`src/rtl/arb_pkg.sv`:
```
// Shared constants and FSM state type for the 8-way round-robin arbiter.
package arb_pkg;

    localparam int unsigned ARB_N     = 8;
    localparam int unsigned ARB_IDX_W = 3;

    typedef enum logic {
        ARB_IDLE  = 1'b0,
        ARB_GRANT = 1'b1
    } arb_state_e;

endpackage

```
`src/rtl/onehot_dec3.sv`:
```
// 3-to-8 decoder with enable: turns the registered grant index/valid pair into a one-hot vector.
module onehot_dec3
    import arb_pkg::*;
(
    input  logic                 en,
    input  logic [ARB_IDX_W-1:0] idx,
    output logic [ARB_N-1:0]     onehot
);

    always_comb begin
        onehot = '0;
        if (en) begin
            onehot[idx] = 1'b1;
        end
    end

endmodule

```
`src/rtl/rr_arbiter8.sv`:
```
// 8-way round-robin arbiter with registered grant index/valid and one-hot grant.
// Optional forced revocation after HOLD_MAX cycles when ARB_TIMEOUT_EN is defined.
module rr_arbiter8
    import arb_pkg::*;
#(
    parameter int unsigned HOLD_MAX = 15,
    parameter int unsigned CNT_W    = 4
) (
    input  logic                 CLK,
    input  logic                 RST,
    input  logic [ARB_N-1:0]     REQ,
    input  logic                 DONE,
    output logic                 GNT_VALID,
    output logic [ARB_IDX_W-1:0] GNT_IDX,
    output logic [ARB_N-1:0]     GNT,
    output logic                 TIMEOUT
);

    arb_state_e           state_q, state_d;
    logic [ARB_IDX_W-1:0] idx_q, idx_d;
    logic [ARB_IDX_W-1:0] ptr_q, ptr_d;
    logic [ARB_IDX_W-1:0] pick_c;
    logic                 release_c;

    // Rotate so ptr sits at bit 0, take the lowest set bit, then rotate the index back.
    function automatic logic [ARB_IDX_W-1:0] rr_pick(input logic [ARB_N-1:0]     req,
                                                     input logic [ARB_IDX_W-1:0] ptr);
        logic [ARB_N-1:0]     rot;
        logic [ARB_IDX_W-1:0] first;
        logic                 found;
        rot   = (req >> ptr) | (req << (ARB_N - ptr));
        first = '0;
        found = 1'b0;
        for (int unsigned i = 0; i < ARB_N; i++) begin
            if (rot[i] && !found) begin
                first = ARB_IDX_W'(i);
                found = 1'b1;
            end
        end
        return first + ptr;
    endfunction

`ifdef ARB_TIMEOUT_EN
    logic [CNT_W-1:0] cnt_q, cnt_d;
    logic             timeout_q, timeout_d;
    logic             hold_exp_c;
    assign hold_exp_c = (cnt_q == CNT_W'(HOLD_MAX - 1));
`endif

    assign pick_c    = rr_pick(REQ, ptr_q);
    assign release_c = DONE | ~REQ[idx_q];

    always_comb begin
        state_d = state_q;
        idx_d   = idx_q;
        ptr_d   = ptr_q;
`ifdef ARB_TIMEOUT_EN
        cnt_d     = cnt_q;
        timeout_d = 1'b0;
`endif
        case (state_q)
            ARB_IDLE: begin
                if (|REQ) begin
                    state_d = ARB_GRANT;
                    idx_d   = pick_c;
                    ptr_d   = pick_c + 1'b1;
`ifdef ARB_TIMEOUT_EN
                    cnt_d   = '0;
`endif
                end
            end
            ARB_GRANT: begin
                // A real release takes precedence; TIMEOUT flags only forced revocation.
                if (release_c) begin
                    state_d = ARB_IDLE;
                end
`ifdef ARB_TIMEOUT_EN
                else if (hold_exp_c) begin
                    state_d   = ARB_IDLE;
                    timeout_d = 1'b1;
                end
                cnt_d = cnt_q + 1'b1;
`endif
            end
            default: state_d = ARB_IDLE;
        endcase
    end

    always_ff @(posedge CLK) begin
        if (RST) begin
            state_q <= ARB_IDLE;
            idx_q   <= '0;
            ptr_q   <= '0;
`ifdef ARB_TIMEOUT_EN
            cnt_q     <= '0;
            timeout_q <= 1'b0;
`endif
        end else begin
            state_q <= state_d;
            idx_q   <= idx_d;
            ptr_q   <= ptr_d;
`ifdef ARB_TIMEOUT_EN
            cnt_q     <= cnt_d;
            timeout_q <= timeout_d;
`endif
        end
    end

    assign GNT_VALID = (state_q == ARB_GRANT);
    assign GNT_IDX   = idx_q;

`ifdef ARB_TIMEOUT_EN
    assign TIMEOUT = timeout_q;
`else
    assign TIMEOUT = 1'b0;
`endif

    onehot_dec3 u_dec (
        .en     (GNT_VALID),
        .idx    (GNT_IDX),
        .onehot (GNT)
    );

endmodule
```
`config.mk`:
```
export PLATFORM = sky130hd
export DESIGN_NAME = rr_arbiter8
export DESIGN_NICKNAME = d
export VERILOG_FILES = /design/src/rtl/arb_pkg.sv /design/src/rtl/onehot_dec3.sv /design/src/rtl/rr_arbiter8.sv
export SDC_FILE = /design/constraint.sdc
export NUM_CORES = 1
export LEC_CHECK = 0
export ABC_AREA = 1
export ABC_CLOCK_PERIOD_IN_PS = 4590
export CORE_MARGIN = 2
export CORE_UTILIZATION = 25
export CTS_CLUSTER_DIAMETER = 60
export DETAILED_ROUTE_END_ITERATION = 6
export GPL_TIMING_DRIVEN = 0
export PLACE_DENSITY = 0.55
export SKIP_CTS_REPAIR_TIMING = 1
export SLEW_MARGIN = 20
export SYNTH_ARGS = -nofsm -noshare
export SYNTH_HDL_FRONTEND = slang
export SYNTH_HIERARCHICAL = 1
export SYNTH_SLANG_ARGS = --single-unit
```
`constraint.sdc`:
```
create_clock -name CLK -period 4.59 [get_ports CLK]
set_input_delay 0.918 -clock CLK [delete_from_list [all_inputs] [get_ports CLK]]
set_output_delay 0.918 -clock CLK [all_outputs]
set_load 0.02 [all_outputs]
```
Yosys cells after proc, flatten, opt, wreduce, memory -nomap -nowiden. Cells that the tools add are included.

Output and inout bits: 13. Input bits: 11. Flip-flop bits (word level): 7.

Add/sub/neg operators: 3. Shift operators: 2. Mux-type cells: 22. Bitwise logic cells: 4. Reductions and logical operators: 17. $lt $le $gt $ge: 2.

Operators by type and width (number): << shifter 8 x 32 -> 8 bit (1); 2-to-1 mux 3 bit (5); 2-to-1 mux 1 bit (12); logical AND 1 bit (8); 2-to-1 mux 8 bit (1); OR 8 bit (1); OR reduction 8 bit (1); >> shifter 8 x 3 -> 8 bit (1); zero test 1 bit (7); subtractor 4 x 3 -> 5 bit, first input constant (1); < comparator 3 x 4 -> 1 bit, second input constant (1); adder 3 x 1 -> 3 bit, second input constant (1); adder 3 bit (1); binary-select mux 1 bit (select 3 bit) (1); demux 1 bit (select 3 bit) (1); greater-or-equal comparator 3 x 1 -> 1 bit, second input constant (1); 2-to-1 mux 2 bit (1); inverter 1 bit (2); case mux 1 bit (2 select lines) (1); AND reduction 2 bit (1); OR 1 bit (1).

Depth between registers and ports, before layout.
Word-level depth: 27. Gate-level depth with buffers: 26. Depth with buffers taken out: 24.

Hierarchy. Netlist, hierarchy kept.

By module, submodules not included: rr_arbiter8 (cells each 189, area an instance 1073.5 um2, seq. area each 140.1 um2, instances 1); onehot_dec3 (cells each 17, area an instance 63.8 um2, seq. area each 0.0 um2, instances 1).

Least setup slack after synthesis. No wires, ideal clock.

Kind: register to register. From: register ptr_q[0]. To: register ptr_q[1]. Path buffers: 3. Path slack: 1.279 ns. Setup time: 0.122 ns. Data required time: 4.468 ns. Arrival time: 3.189 ns. Cell stages (with the launch flop): 22. Cells stage by stage: dfxtp_1 > buf_6 > inv_4 > buf_6 > ha_1 > buf_2 > inv_1 > nand3_1 > nand3_1 > nand2_2 > nor2_4 > nand2_2 > nor3_1 > nand2_1 > o221ai_1 > ha_1 > inv_1 > fa_1 > inv_1 > ha_1 > o21ai_0 > a21oi_1.

Word-level cells in the longest chain between the ends: 27.

Ends and longest elaborated chain: start, declared (RTL line rr_arbiter8.sv:21) `logic [ARB_IDX_W-1:0] ptr_q, ptr_d;`; start signal, assigned (RTL line rr_arbiter8.sv:101) `ptr_q <= ptr_d;`; subtractor 4 x 3 -> 5 bit (RTL line rr_arbiter8.sv:31) `rot = (req >> ptr) | (req << (ARB_N - ptr));`; << shifter 8 x 32 -> 8 bit (RTL line rr_arbiter8.sv:31); OR 8 bit (RTL line rr_arbiter8.sv:31); 2-to-1 mux 1 bit (RTL line rr_arbiter8.sv:35) `if (rot[i] && !found) begin`; zero test 1 bit (RTL line rr_arbiter8.sv:35); logical AND 1 bit (RTL line rr_arbiter8.sv:35); 2-to-1 mux 1 bit (RTL line rr_arbiter8.sv:35); zero test 1 bit (RTL line rr_arbiter8.sv:35); [12 not listed]; logical AND 1 bit (RTL line rr_arbiter8.sv:35); 2-to-1 mux 1 bit (RTL line rr_arbiter8.sv:35); zero test 1 bit (RTL line rr_arbiter8.sv:35); logical AND 1 bit (RTL line rr_arbiter8.sv:35); 2-to-1 mux 3 bit (RTL line rr_arbiter8.sv:35); adder 3 bit (*) (RTL line rr_arbiter8.sv:40) `return first + ptr;`; net pick_c[1] (RTL line rr_arbiter8.sv:22) `logic [ARB_IDX_W-1:0] pick_c;`; adder 3 x 1 -> 3 bit (*) (RTL line rr_arbiter8.sv:66) `ptr_d = pick_c + 1'b1;`.

The timed path passes the listed nets; every way through them passes the cells marked *. A chain may end at the register's enable or synchronous reset.

Worst setup path after layout.
From: input port REQ[1]. To: register ptr_q[1].

Word-level cells in the longest chain between the ends: 26.

Ends and longest elaborated chain: start, declared (RTL line rr_arbiter8.sv:11) `input logic [ARB_N-1:0] REQ,`; << shifter 8 x 32 -> 8 bit or >> shifter 8 x 3 -> 8 bit (tied branches) (RTL line rr_arbiter8.sv:31); OR 8 bit (*) (RTL line rr_arbiter8.sv:31); 2-to-1 mux 1 bit (RTL line rr_arbiter8.sv:35); zero test 1 bit (RTL line rr_arbiter8.sv:35); logical AND 1 bit (RTL line rr_arbiter8.sv:35); 2-to-1 mux 1 bit (RTL line rr_arbiter8.sv:35); zero test 1 bit (RTL line rr_arbiter8.sv:35); logical AND 1 bit (RTL line rr_arbiter8.sv:35); [11 not listed]; logical AND 1 bit (RTL line rr_arbiter8.sv:35); 2-to-1 mux 1 bit (RTL line rr_arbiter8.sv:35); zero test 1 bit (RTL line rr_arbiter8.sv:35); logical AND 1 bit (RTL line rr_arbiter8.sv:35); 2-to-1 mux 3 bit (*) (RTL line rr_arbiter8.sv:35); adder 3 bit (*) (RTL line rr_arbiter8.sv:40); net pick_c[1] (RTL line rr_arbiter8.sv:22); adder 3 x 1 -> 3 bit (*) (RTL line rr_arbiter8.sv:66).

Marked as above.

==> results.py <==
metrics = {
    "placed_design": {
        "placed_cell_area_mm2": 0.00142,
        "port_buffers": 22,
        "place_hpwl_um": 2720,
        "place_congestion": 0.838,
    },
    "power": {
        "p_leak_nw": 0.710,
        "power_density_mw_per_mm2": 761,
        "totalPowerFinal_mw": 1.12,
        "worst_vdd_rail_ir_drop_mv": 0.331,
    },
    "cts": {
        "cts.path.max_buffers": 2,
        "tritoncts": "built",
        "clk_latency_ns": 0.23,
        "numCtsBuffers": 3,
        "cts_max_level": 1,
        "clock-root-buffer": "clkbuf_8",
        "cts.reportedPaths.clkPinSlew_ns": 0.04,
        "cts_sinks": 7,
    },
    "timing": {
        "final.min_clock_period_ns": 3.77,
        "clock.fmax_mhz": 265,
        "maxSlewHeadroom_pct": 61.5,
        "post-route-period-util_pct": 82.1,
        "hold_viol": 0,
        "timing_max_transition_violations_final": 0,
        "fin_skew_ns": 0.000336,
        "setup-tns-final_ns": 0,
        "setup_violations": 0,
        "grt_setup_unrepaired": "no",
        "max_slew.worst_pin.slew_ns": 0.578,
    },
    "logic_synthesis": {
        "netlist.top_cell.by_area": "nand2_1",
        "synth_enable_flop_cells": 0,
        "synth_xor_xnor_area_share_pct": 0.770,
        "yosysMostFrequentCell": "nand2_1",
        "yosysSeqAreaShare_pct": 12.3,
        "synth.area.mux_share_pct": 0,
        "syn-instance-count": 206,
        "synth_top_family_by_area": "simple AND/OR/NAND/NOR gates",
        "synth.area.top_cells": "nand2_1 28%, dfxtp_1 12%, nand3_1 11%",
        "synth.net_count": 221,
        "ys_warn_count": 6,
        "post_synth_fa_ha_maj_area_fraction_pct": 5.06,
        "synth_compound_gate_area_share_pct": 12.5,
        "postSynth.asyncResetShare_pct": 0,
        "simple_gate_share_of_the_synthesized_area_pct": 58.5,
        "netlist_area_mm2": 0.00114,
        "yosys.area.top_type_share_pct": 28.4,
        "post_synthesis_average_cell_area_um2": 5.52,
        "count_of_cell_types_in_the_netlist": 33,
        "postSynth.topFlopCell": "dfxtp_1",
        "ys_ff_latch": 7,
        "ys_top_cells_by_count": "86 x nand2_1, 24 x nand3_1, 14 x inv_1, 14 x nor2_1, 10 x a21oi_1",
    },
    "grt": {
        "vias_in_the_first_global_route": 1231,
        "grt_overflow": 0,
        "grt_max_degree": 11,
        "track_usage_pct": 13.1,
        "grt_pass1_wl_um": 5520,
        "number_of_antenna_violations_at_the_first_check_in_global_routing": 0,
    },
    "run_status": {
        "run_status": "finished, final reports clean",
    },
    "layout": {
        "register_area_um2": 140,
        "multi_input_comb_area_um2": 878,
        "design.final.nets": 248,
        "final_area_mm2": 0.00147,
        "finalCoreUtilization_pct": 33.7,
        "insertedDiodeCount": 0,
        "num-fill-cells": 484,
        "area_delta_synth_final_pct": 29.0,
        "drive_gt1_share_pct": 12.5,
    },
    "hold_path": {
        "worstHoldStart": "GNT_VALID",
        "hp-class": "register to register",
        "whs_path_depth": 2,
        "whs_endpoint": "GNT_VALID",
    },
    "detailed_routing": {
        "drt_first_iter_violations": 83,
        "route.vias.total": 1354,
        "detail_route.wl_per_cell_um": 11.5,
        "antenna_violating_nets_post_route": 0,
        "number_of_search_and_repair_iterations_in_the_first_detailed_routing_pass": 4,
        "drt-vias-per-instance": 4.77,
        "wirelength_um": 3270,
        "detail_route.drc_violations": 0,
    },
    "floorplanning": {
        "dieArea_mm2": 0.00511,
        "start_util_pct": 26.1,
        "placement_rows": 24,
        "die_width_um": 71.5,
        "boundaryPins": 24,
        "core_outline_area_mm2": 0.00435,
        "die_h_um": 71.5,
    },
    "setup_path": {
        "critical_path.reg2reg.endpoint": "ptr_q[1]",
        "worst_setup_path_startpoint": "REQ[1]",
        "critPathCaptureType": "register",
        "critPathRequiredTime_ns": 4.70,
        "crit_fanout": 4,
        "worst_r2r_path_depth": 21,
        "crit_reg_reg_startpoint": "ptr_q[0]",
        "critPathLaunchType": "primary input",
        "r2r_setup_slack_ns": 0.86,
        "arrival_ns": 3.88,
        "timing_worst_setup_path_type": "primary input to register",
    },
    "flow_run": {
        "max_cap_violations": 0,
    },
}
per-layer routing:
| layer | track usage (%) | vias to the layer above | wire length (um) |
|---|---|---|---|
| li1 | - | 727 | - |
| met1 | 18.2 | 601 | 1630 |
| met2 | 21.8 | 19 | 1530 |
| met3 | 0.844 | 7 | 49 |
| met4 | 3.98 | 0 | 57 |
| met5 | 0 | - | 0 |
through the flow:
step | worst slack (ns) | hold WS (ns) | std cells
after floorplan | 1.28 | 0.586 | 206
after global placement | 0.604 | 0.535 | 280
after detailed placement | 0.590 | 0.540 | 280
after CTS | 0.815 | 0.547 | 284
after global routing | 0.539 | 0.571 | 284
final | 0.822 | 0.543 | 284
logic make-up after synthesis:
family	count (synthesis)
xor gates and xnor gates	1
adders and majority gates	4
other	1
and+or+nand+nor	146
DFF	7
buffers and inverters	23
AOI/OAI and AO/OA	24
worst max-delay path, stage by stage:
cell	delay, ns
clkdlybuf4s50_1	0.50
nand2_2	0.13
nand2_1	0.05
nand2_1	0.05
nand2_1	0.08
nand2_1	0.08
nand3_1	0.14
nor2_4	0.15
nand2_2	0.08
nor3_1	0.17
nand2_1	0.07
o221ai_1	0.18
ha_1	0.18
inv_1	0.04
fa_1	0.51
inv_1	0.05
ha_1	0.28
o21ai_0	0.16
a21oi_1	0.05
flip-flops by register name (all words and copies together), names as in the netlist:
name	cells
GNT_IDX	3
ptr_q	3
GNT_VALID	1
area by class of cell:
| type | instances | area share [%] |
|---|---|---|
| tap | 52 | 4.43 |
| sequential | 7 | 9.55 |
| timing repair buffer | 22 | 15.0 |
| multi-input combinational | 176 | 59.8 |
| clock buffer | 4 | 3.07 |
| buffer | 5 | 3.15 |
| inverter | 18 | 4.94 |
placed cells by master (no fill, tap or decap):
master	n
a21oi_1	10
a31oi_1	1
a32o_1	1
a32oi_1	1
buf_2	1
buf_4	1
buf_6	3
clkbuf_1	1
clkbuf_8	3
clkdlybuf4s50_1	22
conb_1	1
dfxtp_1	7
fa_1	1
ha_1	3
inv_1	14
inv_2	2
inv_4	2
nand2_1	86
nand2_2	9
nand2_4	1
nand3_1	24
nand3_2	1
nand3b_1	1
nand3b_4	1
nand4_1	1
nor2_1	14
nor2_2	3
nor2_4	2
nor3_1	1
nor4_1	2
o211ai_1	1
o21ai_0	7
o221ai_1	1
o31a_1	1
o31ai_1	1
xor2_1	1
worst max path at each step:
stage / slack, ns / cells past startpoint / to
floorplan: 1.28 / 21 / ptr_q[1]
global placement: 0.60 / 19 / ptr_q[1]
detailed placement: 0.59 / 19 / ptr_q[1]
CTS: 0.81 / 19 / ptr_q[1]
global route: 0.54 / 23 / GNT_IDX[2]
finish: 0.82 / 19 / ptr_q[1]
power by group:
| group | internal [mW] | switching, mW |
|---|---|---|
| registers | 0.0846 | 0.0352 |
| clock network | 0.0601 | 0.0270 |
| logic | 0.341 | 0.570 |
(Power assumes the default switching activity.)
